$ cat src/rtl/tick_timer_sched.sv
// Shares one base-rate tick among NUM_CH programmable timers.
// Each channel supports one-shot or periodic mode and emits a 1-cycle expire strobe.
module tick_timer_sched #(
  parameter int unsigned NUM_CH = 4,
  parameter int unsigned CNT_W  = 8,
  parameter int unsigned CH_W   = 2
) (
  input  logic              clk,
  input  logic              rst,
  input  logic              tick,
  input  logic              cfg_we,
  input  logic [CH_W-1:0]   cfg_ch,
  input  logic [CNT_W-1:0]  cfg_period,
  input  logic [NUM_CH-1:0] start,
  input  logic [NUM_CH-1:0] cancel,
  input  logic [NUM_CH-1:0] periodic,
  output logic [NUM_CH-1:0] expire,
  output logic [NUM_CH-1:0] busy,
  output logic              start_err
);

  typedef enum logic {
    IDLE = 1'b0,
    RUN  = 1'b1
  } state_e;

  state_e             state_q  [NUM_CH];
  state_e             state_d  [NUM_CH];
  logic [CNT_W-1:0]   cnt_q    [NUM_CH];
  logic [CNT_W-1:0]   cnt_d    [NUM_CH];
  logic [CNT_W-1:0]   period_q [NUM_CH];
  logic [CNT_W-1:0]   period_d [NUM_CH];
  logic [NUM_CH-1:0]  mode_q, mode_d;
  logic [NUM_CH-1:0]  expire_q, expire_d;
  logic               start_err_q, start_err_d;

  // Period writes only take effect on the next edge, so a same-cycle start
  // deliberately sees the old period_q value.
  always_comb begin
    for (int unsigned i = 0; i < NUM_CH; i++) begin
      period_d[i] = period_q[i];
      if (cfg_we && (cfg_ch == CH_W'(i))) begin
        period_d[i] = cfg_period;
      end
    end
  end

  // Per-channel priority: cancel over start over tick.
  always_comb begin
    start_err_d = 1'b0;
    expire_d    = '0;
    mode_d      = mode_q;
    for (int unsigned i = 0; i < NUM_CH; i++) begin
      state_d[i] = state_q[i];
      cnt_d[i]   = cnt_q[i];
      if (cancel[i]) begin
        state_d[i] = IDLE;
      end else if (start[i]) begin
        if (period_q[i] != '0) begin
          state_d[i] = RUN;
          cnt_d[i]   = period_q[i];
          mode_d[i]  = periodic[i];
        end else begin
          state_d[i]  = IDLE;
          start_err_d = 1'b1;
        end
      end else if ((state_q[i] == RUN) && tick) begin
        if (cnt_q[i] > CNT_W'(1)) begin
          cnt_d[i] = cnt_q[i] - CNT_W'(1);
        end else begin
          expire_d[i] = 1'b1;
          if (mode_q[i] && (period_q[i] != '0)) begin
            cnt_d[i] = period_q[i];
          end else begin
            state_d[i] = IDLE;
          end
        end
      end
    end
  end

  always_ff @(posedge clk or negedge rst) begin
    if (!rst) begin
      for (int unsigned i = 0; i < NUM_CH; i++) begin
        state_q[i]  <= IDLE;
        cnt_q[i]    <= '0;
        period_q[i] <= '0;
      end
      mode_q      <= '0;
      expire_q    <= '0;
      start_err_q <= 1'b0;
    end else begin
      for (int unsigned i = 0; i < NUM_CH; i++) begin
        state_q[i]  <= state_d[i];
        cnt_q[i]    <= cnt_d[i];
        period_q[i] <= period_d[i];
      end
      mode_q      <= mode_d;
      expire_q    <= expire_d;
      start_err_q <= start_err_d;
    end
  end

  always_comb begin
    for (int unsigned i = 0; i < NUM_CH; i++) begin
      busy[i] = (state_q[i] == RUN);
    end
  end

  assign expire    = expire_q;
  assign start_err = start_err_q;

endmodule
$ cat config.mk
export PLATFORM = sky130hd
export DESIGN_NAME = tick_timer_sched
export DESIGN_NICKNAME = d
export VERILOG_FILES = /design/src/rtl/tick_timer_sched.sv
export SDC_FILE = /design/constraint.sdc
export NUM_CORES = 1
export LEC_CHECK = 0
export ABC_AREA = 0
export CAP_MARGIN = 15
export CORE_UTILIZATION = 45
export CTS_CLUSTER_SIZE = 12
export DETAILED_ROUTE_END_ITERATION = 8
export GPL_ROUTABILITY_DRIVEN = 0
export PLACE_DENSITY = 0.61
export SLEW_MARGIN = 20
export SYNTH_ARGS = -nofsm -noshare
export SYNTH_HDL_FRONTEND = slang
export SYNTH_SLANG_ARGS = --single-unit
export TNS_END_PERCENT = 10
$ cat constraint.sdc
create_clock -name clk -period 3.3 [get_ports clk]
set_clock_uncertainty 0.1 [all_clocks]
set_input_delay 0.66 -clock clk [delete_from_list [all_inputs] [get_ports clk]]
set_output_delay 0.66 -clock clk [all_outputs]
set_load 0.01 [all_outputs]
-- Word level (Yosys, flattened, before mapping)
Cells that the tools add are included.
- logic and storage cells: 158
- register bits: 77
- output and inout bits: 9
- magnitude comparators: 4
- reduce and logical (&&, ||, !) cells: 41
- muxes and demuxes: 72
- bitwise operators: 4
- add/subtract/negate cells: 4
- eq/ne operators: 15
- operators by type and width (cell ; count):
    $mux W8 ; 20
    $mux W1 ; 52
    $gt A8 B1 Y1 const B ; 4
    $reduce_bool A8 Y1 ; 4
    $sub A8 B1 Y8 const B ; 4
    $ne A3 B3 Y1 const B ; 8
    $reduce_and A3 Y1 ; 8
    $reduce_bool A3 Y1 ; 8
    $reduce_and A4 Y1 ; 4
    $logic_and A1 B1 Y1 ; 12
    $ne A2 B1 Y1 const B ; 4
    $reduce_bool A2 Y1 ; 4
    $eq A2 B2 Y1 const B ; 2
    $not A1 Y1 ; 4
    $eq A2 B1 Y1 const B ; 1
    $logic_not A2 Y1 ; 1

-- Depth between registers and ports, before layout
Gate-level depths: netlist (run 1).
- depth after elaboration: 13
- gate-level depth with buffers: 9

-- Least setup slack after synthesis (run 1)
No wires, ideal clock.
- path kind: register to register
- from: reg cnt_q[8] (netlist name)
- to: reg cnt_q[9] (netlist name)
- setup slack: 1.177 ns
- library setup time: 0.128 ns
- data required time: 3.072 ns
- buffers on the path: 1
- stages on the path, launching flop included: 8
- period minus slack after synthesis: 2.123 ns
- arrival: 1.895 ns
- cell sequence: dfrtp_1 -> inv_1 -> ha_1 -> or2_1 -> a31oi_1 -> clkbuf_1 -> a21oi_1 -> mux2_1
- cells in the longest elaborated chain, start to end: 4
- ends and longest elaborated chain (item ; line ; RTL):
    start, declared ; 29 ; logic [CNT_W-1:0] cnt_q [NUM_CH];
    start signal, assigned by index ; 95 ; cnt_q[i] <= cnt_d[i];
    $sub A8 B1 Y8 / $gt A8 B1 Y1 (equally long branches) ; 69, 68 ;
    $mux W8 ; 68 ; if (cnt_q[i] > CNT_W'(1)) begin
    $mux W8 ; 67 ; end else if ((state_q[i] == RUN) && tick) begin
    $mux W8 ; 58 ; end else if (start[i]) begin
Several ways; a longest one is shown, not always the timed one. The select of a mux whose other input is x is not followed.
A chain may end at the register's enable or synchronous reset.

-- Worst setup path in the final report (run 1)
- from: reg cnt_q[16] (netlist name)
- to: reg cnt_q[16] (netlist name)
The elaborated chain is that of the path after synthesis.

==> results.md, run 1 <==
* Peak VDD IR at just over 200 µV
* Final period demand of the worst path at between 2000 and 3000 ps
* Drt drc at 0
* CTS tree: yes
* First-pass GRT wire length at around 17,000 µm
* Netlist cell types at 67
* Synth area leaders: dfrtp_1 46%, mux2_2 9.1%, nor2_1 4.0%
* Cell Rows at 34
* Post-synth EDFFs at 0
* Most frequent cells in the layout: 77 x dfrtp_1, 45 x nor2_1, 34 x mux2_2
* Synthesis-to-layout area growth at 14.7%
* Overflow left after global routing at 0
* Worst path max stage delay at 530 ps
* Die area at roughly 9800 µm²
* Clk Latency, worst-skew pair at ~350 ps
* Clock tree sinks at 77
* RR Startpoint: cnt_q[16]$_DFFE_PN0P_
* Synth Flop Type: dfrtp_1
* CTS Hold Bufs at 0
* Commonest non-fill, non-tap cell in the layout: dfrtp_1
* Worst setup margin at between 700 and 800 ps
* DPL Wire Length at ~6900 µm
* Critical path class: reg -> reg
* Cell Area, Synth at between 4000 and 5000 µm²
* Syn Inst Count at ~420
* Syn_area_per_cell at between 9 and 10 µm²
* # IOs at 35
* Post-CTS Repair Setup Buffers at 0
* Slew @ Worst Pin at ~720 ps
* Post-synthesis register bit count at between 70 and 80
* Achievable Freq at ~400 MHz
* Outcome: finished, final reports clean
* Initial antenna violation count at 0
* Vias per cell at around 6.0
* Largest net degree at the start of global routing at roughly 80
* CP delay by family, top: simple AND/OR/NAND/NOR gates
* Clk root buf: clkbuf_8
* Via count at roughly 3,400
* Warnings, synthesis at 0
* TNS Setup at 0 ps
* Worst reg2reg setup slack at 760 ps
* Crit path to: cnt_q[16]$_DFFE_PN0P_
* Core area at around 9000 µm²
* PD cells at between 600 and 700 nW/µm²
* Max Slew Vio Count at 0
* Max-cap violations at 0
* TritonCTS buffer count at 9
* Startpoint Class: flip-flop
* Top cell type's share of synthesized area at approximately 46%
* Static Leak at a little over 2 nW
* Total Routing Usage GR at 21.8%
* Nets at between 400 and 500
* WP depth at 7
* Synth area leader: dfrtp_1
* Port buffer count at 34
* Buffers & Inverters on Critical Path at 1
* Die width at a little under 100 µm
* Crit-path cells: inv_1 -> ha_1 -> nor2_1 -> nor4_2 -> a221o_1 -> or3_1 -> o21ai_1
* Initial DRC count at 157
* Vias in the first global route at 3,324
* Period utilization at between 70% and 80%
* FF-to-FF path depth at 7
* Die Y at a little under 100 µm
* Diode count at 0
* RSZ-0062 raised after global routing: no
* Starting density of the core at 47.4%
* Finish-stage setup viols at 0
* Fin. Hold Viols at 0
* Resize count post-CTS at 0
* Worst EP arrival at about 2700 ps
* Worst-path clk slew at approximately 80 ps
* Ys async rst share at between 90% and 100%
* Max FO, Critical Path at 16
* Share of layout cells above drive strength 1 at 15.2%
* Crit. Startpoint: cnt_q[16]$_DFFE_PN0P_
* Synth Net Count at around 460
* Final WL at around 10000 µm
* Min Hold Slack at approximately 230 ps
* Worst rel slew slack at 51.4%
* Post-DR wirelength/cell at 17.3 µm
* Post-synthesis sequential area ratio at between 40% and 50%
* Pre-CTS WS at 491 ps
* Hold crit path type: in -> async
* WP data required at roughly 3500 ps
* Final Power at roughly 3.1 mW
* ANT nets after route at 0
* Final core occ at between 50 and 60%
* Crit-path slowest cell: a221o_1
* Critical path capture point type: flip-flop
* DRT Pass-1 Iters at 4
* Reg2reg end: cnt_q[16]$_DFFE_PN0P_
* H-Tree Depth at 3
* CTS Buffer Depth at 2
==> worst min path at each step <==
stage	startpoint	to	slack, ps	cells after the start
finish	rst	cnt_q[5]$_DFFE_PN0P_	230	1
detailed placement	mode_q[2]$_DFFE_PN0P_	mode_q[2]$_DFFE_PN0P_	370	2
floorplan	rst	busy[0]$_DFFE_PN0P_	260	0
global placement	mode_q[2]$_DFFE_PN0P_	mode_q[2]$_DFFE_PN0P_	360	2
global route	rst	cnt_q[5]$_DFFE_PN0P_	280	1
CTS	rst	cnt_q[5]$_DFFE_PN0P_	400	1
==> synthesized netlist by cell type, types with 7 or more instances <==
cell type / count
nor4_1: 9
nor3_1: 14
o21ai_1: 15
o2bb2ai_1: 7
a31oi_1: 9
clkbuf_1: 10
o21ai_0: 17
ha_1: 8
nand3_1: 8
inv_1: 24
mux2_2: 34
nand2_1: 18
a21oi_1: 24
nor2_1: 45
dfrtp_1: 77
==> cell families (layout without fill, tap and decap cells) <==
logic type / Yosys count / in the layout / share of synthesized area, %
buf+inv: 38 / 78 / 3.86
mux: 37 / 37 / 9.94
compound gates: 124 / 124 / 20.1
flops: 77 / 77 / 45.7
fa+ha+maj: 8 / 8 / 2.37
simple gates: 138 / 138 / 18.0
==> where the power goes <==
part / total (mW) / internal (mW) / switching [mW] / leakage, nW
registers: 1.49 / 1.19 / 0.300 / 0.933
logic: 0.971 / 0.442 / 0.529 / 0.983
clock network: 0.686 / 0.339 / 0.347 / 0.0984
==> per-layer routing <==
layer	routed length (µm)	vias up	track usage, %
li1	-	1641	-
met1	4820	1677	31.1
met2	4430	90	33.5
met3	407	16	3.62
met4	176	0	7.81
met5	0	-	0
==> sequential cells by signal (all words and copies together) (netlist names) <==
signal and flops:
busy 4, expire 4, period_q 32, start_err 1, mode_q 4, cnt_q 32
==> area by class of cell <==
class                           count  area [µm²]
Fill cell                         792        4050
Multi-Input combinational cell    307        2130
Sequential cell                    77        1930
Timing Repair Buffer               39         379
Tap cell                          108         135
Clock buffer                        9         124
Inverter                           24        90.1
Clock inverter                      6        55.1
==> per-stage QoR <==
step / instances / area (µm²)
after floorplan: 422 / 4220
after global placement: 555 / 4650
final: 570 / 4840
after CTS: 570 / 4830
after detailed placement: 555 / 4650
after global routing: 570 / 4840
Power figures use the tool's default switching activity.
==> run 2: changes to the inputs <==
PLACE_DENSITY = 0.64   (was 0.61)
clock period = 2.1 ns   (was 3.3 ns; I/O delays follow)
==> run 2 against run 1 <==
Effect of this change:
- fmax rose by 24%
- largest cell class unchanged
- via count rose by 9.3%
- sequential power rose by 53%
- first-iteration DRC count fell by 3.2%
- worst setup slack got worse by 710 ps
- utilization rose by 8.3 points
- register-to-register slack got worse by 710 ps
- hold slack improved by 180 ps
- global-route usage rose by 1.0 points
- largest power group unchanged
- final area rose by 15%
==> results.md, run 2 (synthesis results as in run 1) <==
* Die Y at around 99 µm
* Critical path capture point type: flip-flop
* TNS Setup at 0 ps
* Initial antenna violation count at 0
* Period utilization at 97.9%
* Static Leak at between 2 and 2.5 nW
* Startpoint Class: flip-flop
* DPL Wire Length at 7660 µm
* RSZ-0062 raised after global routing: yes
* Clk root buf: clkbuf_8
* Largest net degree at the start of global routing at 50
* Slew @ Worst Pin at between 400 and 500 ps
* Worst-path clk slew at around 80 ps
* Post-DR wirelength/cell at approximately 16 µm
* Multi-input logic area at 2220 µm²
* Max Slew Vio Count at 0
* Clk Latency, worst-skew pair at around 350 ps
* Die area at approximately 10000 µm²
* Overflow left after global routing at 0
* First-pass GRT wire length at between 15,000 and 20,000 µm
* CTS tree: yes
* RR Startpoint: cnt_q[4]$_DFFE_PN0P_
* Port buffer count at 34
* Total Routing Usage GR at a little under a quarter
* Via count at between 3,000 and 4,000
* Core area at a little under 9000 µm²
* Vias in the first global route at ~3,700
* WP data required at between 2000 and 2500 ps
* Cell Rows at 34
* Finish-stage setup viols at 0
* Vias per cell at slightly below 6
* Synthesis-to-layout area growth at 32.2%
* Critical path class: reg -> reg
* PD cells at approximately 1000 nW/µm²
* Worst rel slew slack at 70.9%
* Achievable Freq at roughly 500 MHz
* Max-cap violations at 0
* Hold crit path type: reg -> reg
* Max FO, Critical Path at 7
* Diode count at 0
* Fin. Hold Viols at 0
* Drt drc at 0
* TritonCTS buffer count at 9
* CTS Buffer Depth at 2
* Die width at approximately 99 µm
* Initial DRC count at ~150
* Peak VDD IR at 474 µV
* ANT nets after route at 0
* Share of layout cells above drive strength 1 at a little under a third
* DRT Pass-1 Iters at 6
* Final period demand of the worst path at approximately 2000 ps
* Worst EP arrival at roughly 2200 ps
* Count of filler cells inserted in the layout at between 700 and 800
* Register Area at roughly 1900 µm²
* Pre-CTS WS at -230 ps
* Most frequent cells in the layout: 76 x dfrtp_1, 76 x buf_4, 44 x nor2_1
* Outcome: finished, final reports clean
* H-Tree Depth at 3
* Final WL at around 11,000 µm
* Starting density of the core at ~47%
* Crit. Startpoint: cnt_q[4]$_DFFE_PN0P_
* Nets at about 570
* Worst setup margin at 44.0 ps
* # IOs at 35
* Hold Startpoint: mode_q[2]$_DFFE_PN0P_
* Regs by FF count: cnt_q: 32 flops, period_q: 32 flops
* Clock tree sinks at 77
## run 2: what timing repair did
action	in CTS	in global routing
hold buffers	1	0
setup endpoints to repair	4	18
buffers inserted	0	7
resized for setup	3	20
endpoints found under the hold margin	28	0
pin swaps	0	3
## run 2: worst max-delay path, stage by stage (launching register included)
cell       delay [ps]
dfrtp_1           450
or4_1             570
o41a_1            450
nor2b_1           210
a31oi_1            60
o2bb2ai_1         140
## run 2: power by group
group	switching (mW)	internal (mW)
combinational	1.04	1.10
sequential	0.409	1.87
clock	0.538	0.846
## run 2: final timing paths
path / endpoint / slack (ps) / cells past startpoint
min in group asynchronous: cnt_q[3]$_DFFE_PN0P_ / 430 / 2
hold / removal: mode_q[2]$_DFFE_PN0P_ / 410 / 2
setup / recovery: cnt_q[4]$_DFFE_PN0P_ / 40 / 5
max in group asynchronous: period_q[31]$_DFFE_PN0P_ / 880 / 3
setup reg to reg: cnt_q[4]$_DFFE_PN0P_ / 40 / 5
hold reg to reg: mode_q[2]$_DFFE_PN0P_ / 410 / 2
## run 2: routing by layer
layer	GRT usage, %	wire (µm)	vias to the layer above
met2	37.0	5000	107
met3	2.98	448	20
met5	0	0	-
met4	9.07	185	0
met1	31.0	4880	1832
li1	-	-	1785
## run 2: area by class of cell
cell class                 count  area share [%]
sequential                    77            34.6
clock buffer                  11            2.72
tap                          108            2.42
multi-input combinational    307            39.8
clock inverter                 4            1.71
inverter                      24            1.62
timing repair buffer         113            17.1
## run 2: through the flow
step	power (mW)	area [µm²]	hold slack [ps]	utilization (%)	cells
5_1_grt	6.17	5570	431	62.7	644
2_1_floorplan	3.41	4220	24.4	-	422
6_report	5.80	5570	412	62.7	644
3_5_place_dp	4.23	5170	278	58.1	621
3_3_place_gp	4.18	5170	273	58.1	621
4_1_cts	5.65	5440	407	61.1	637
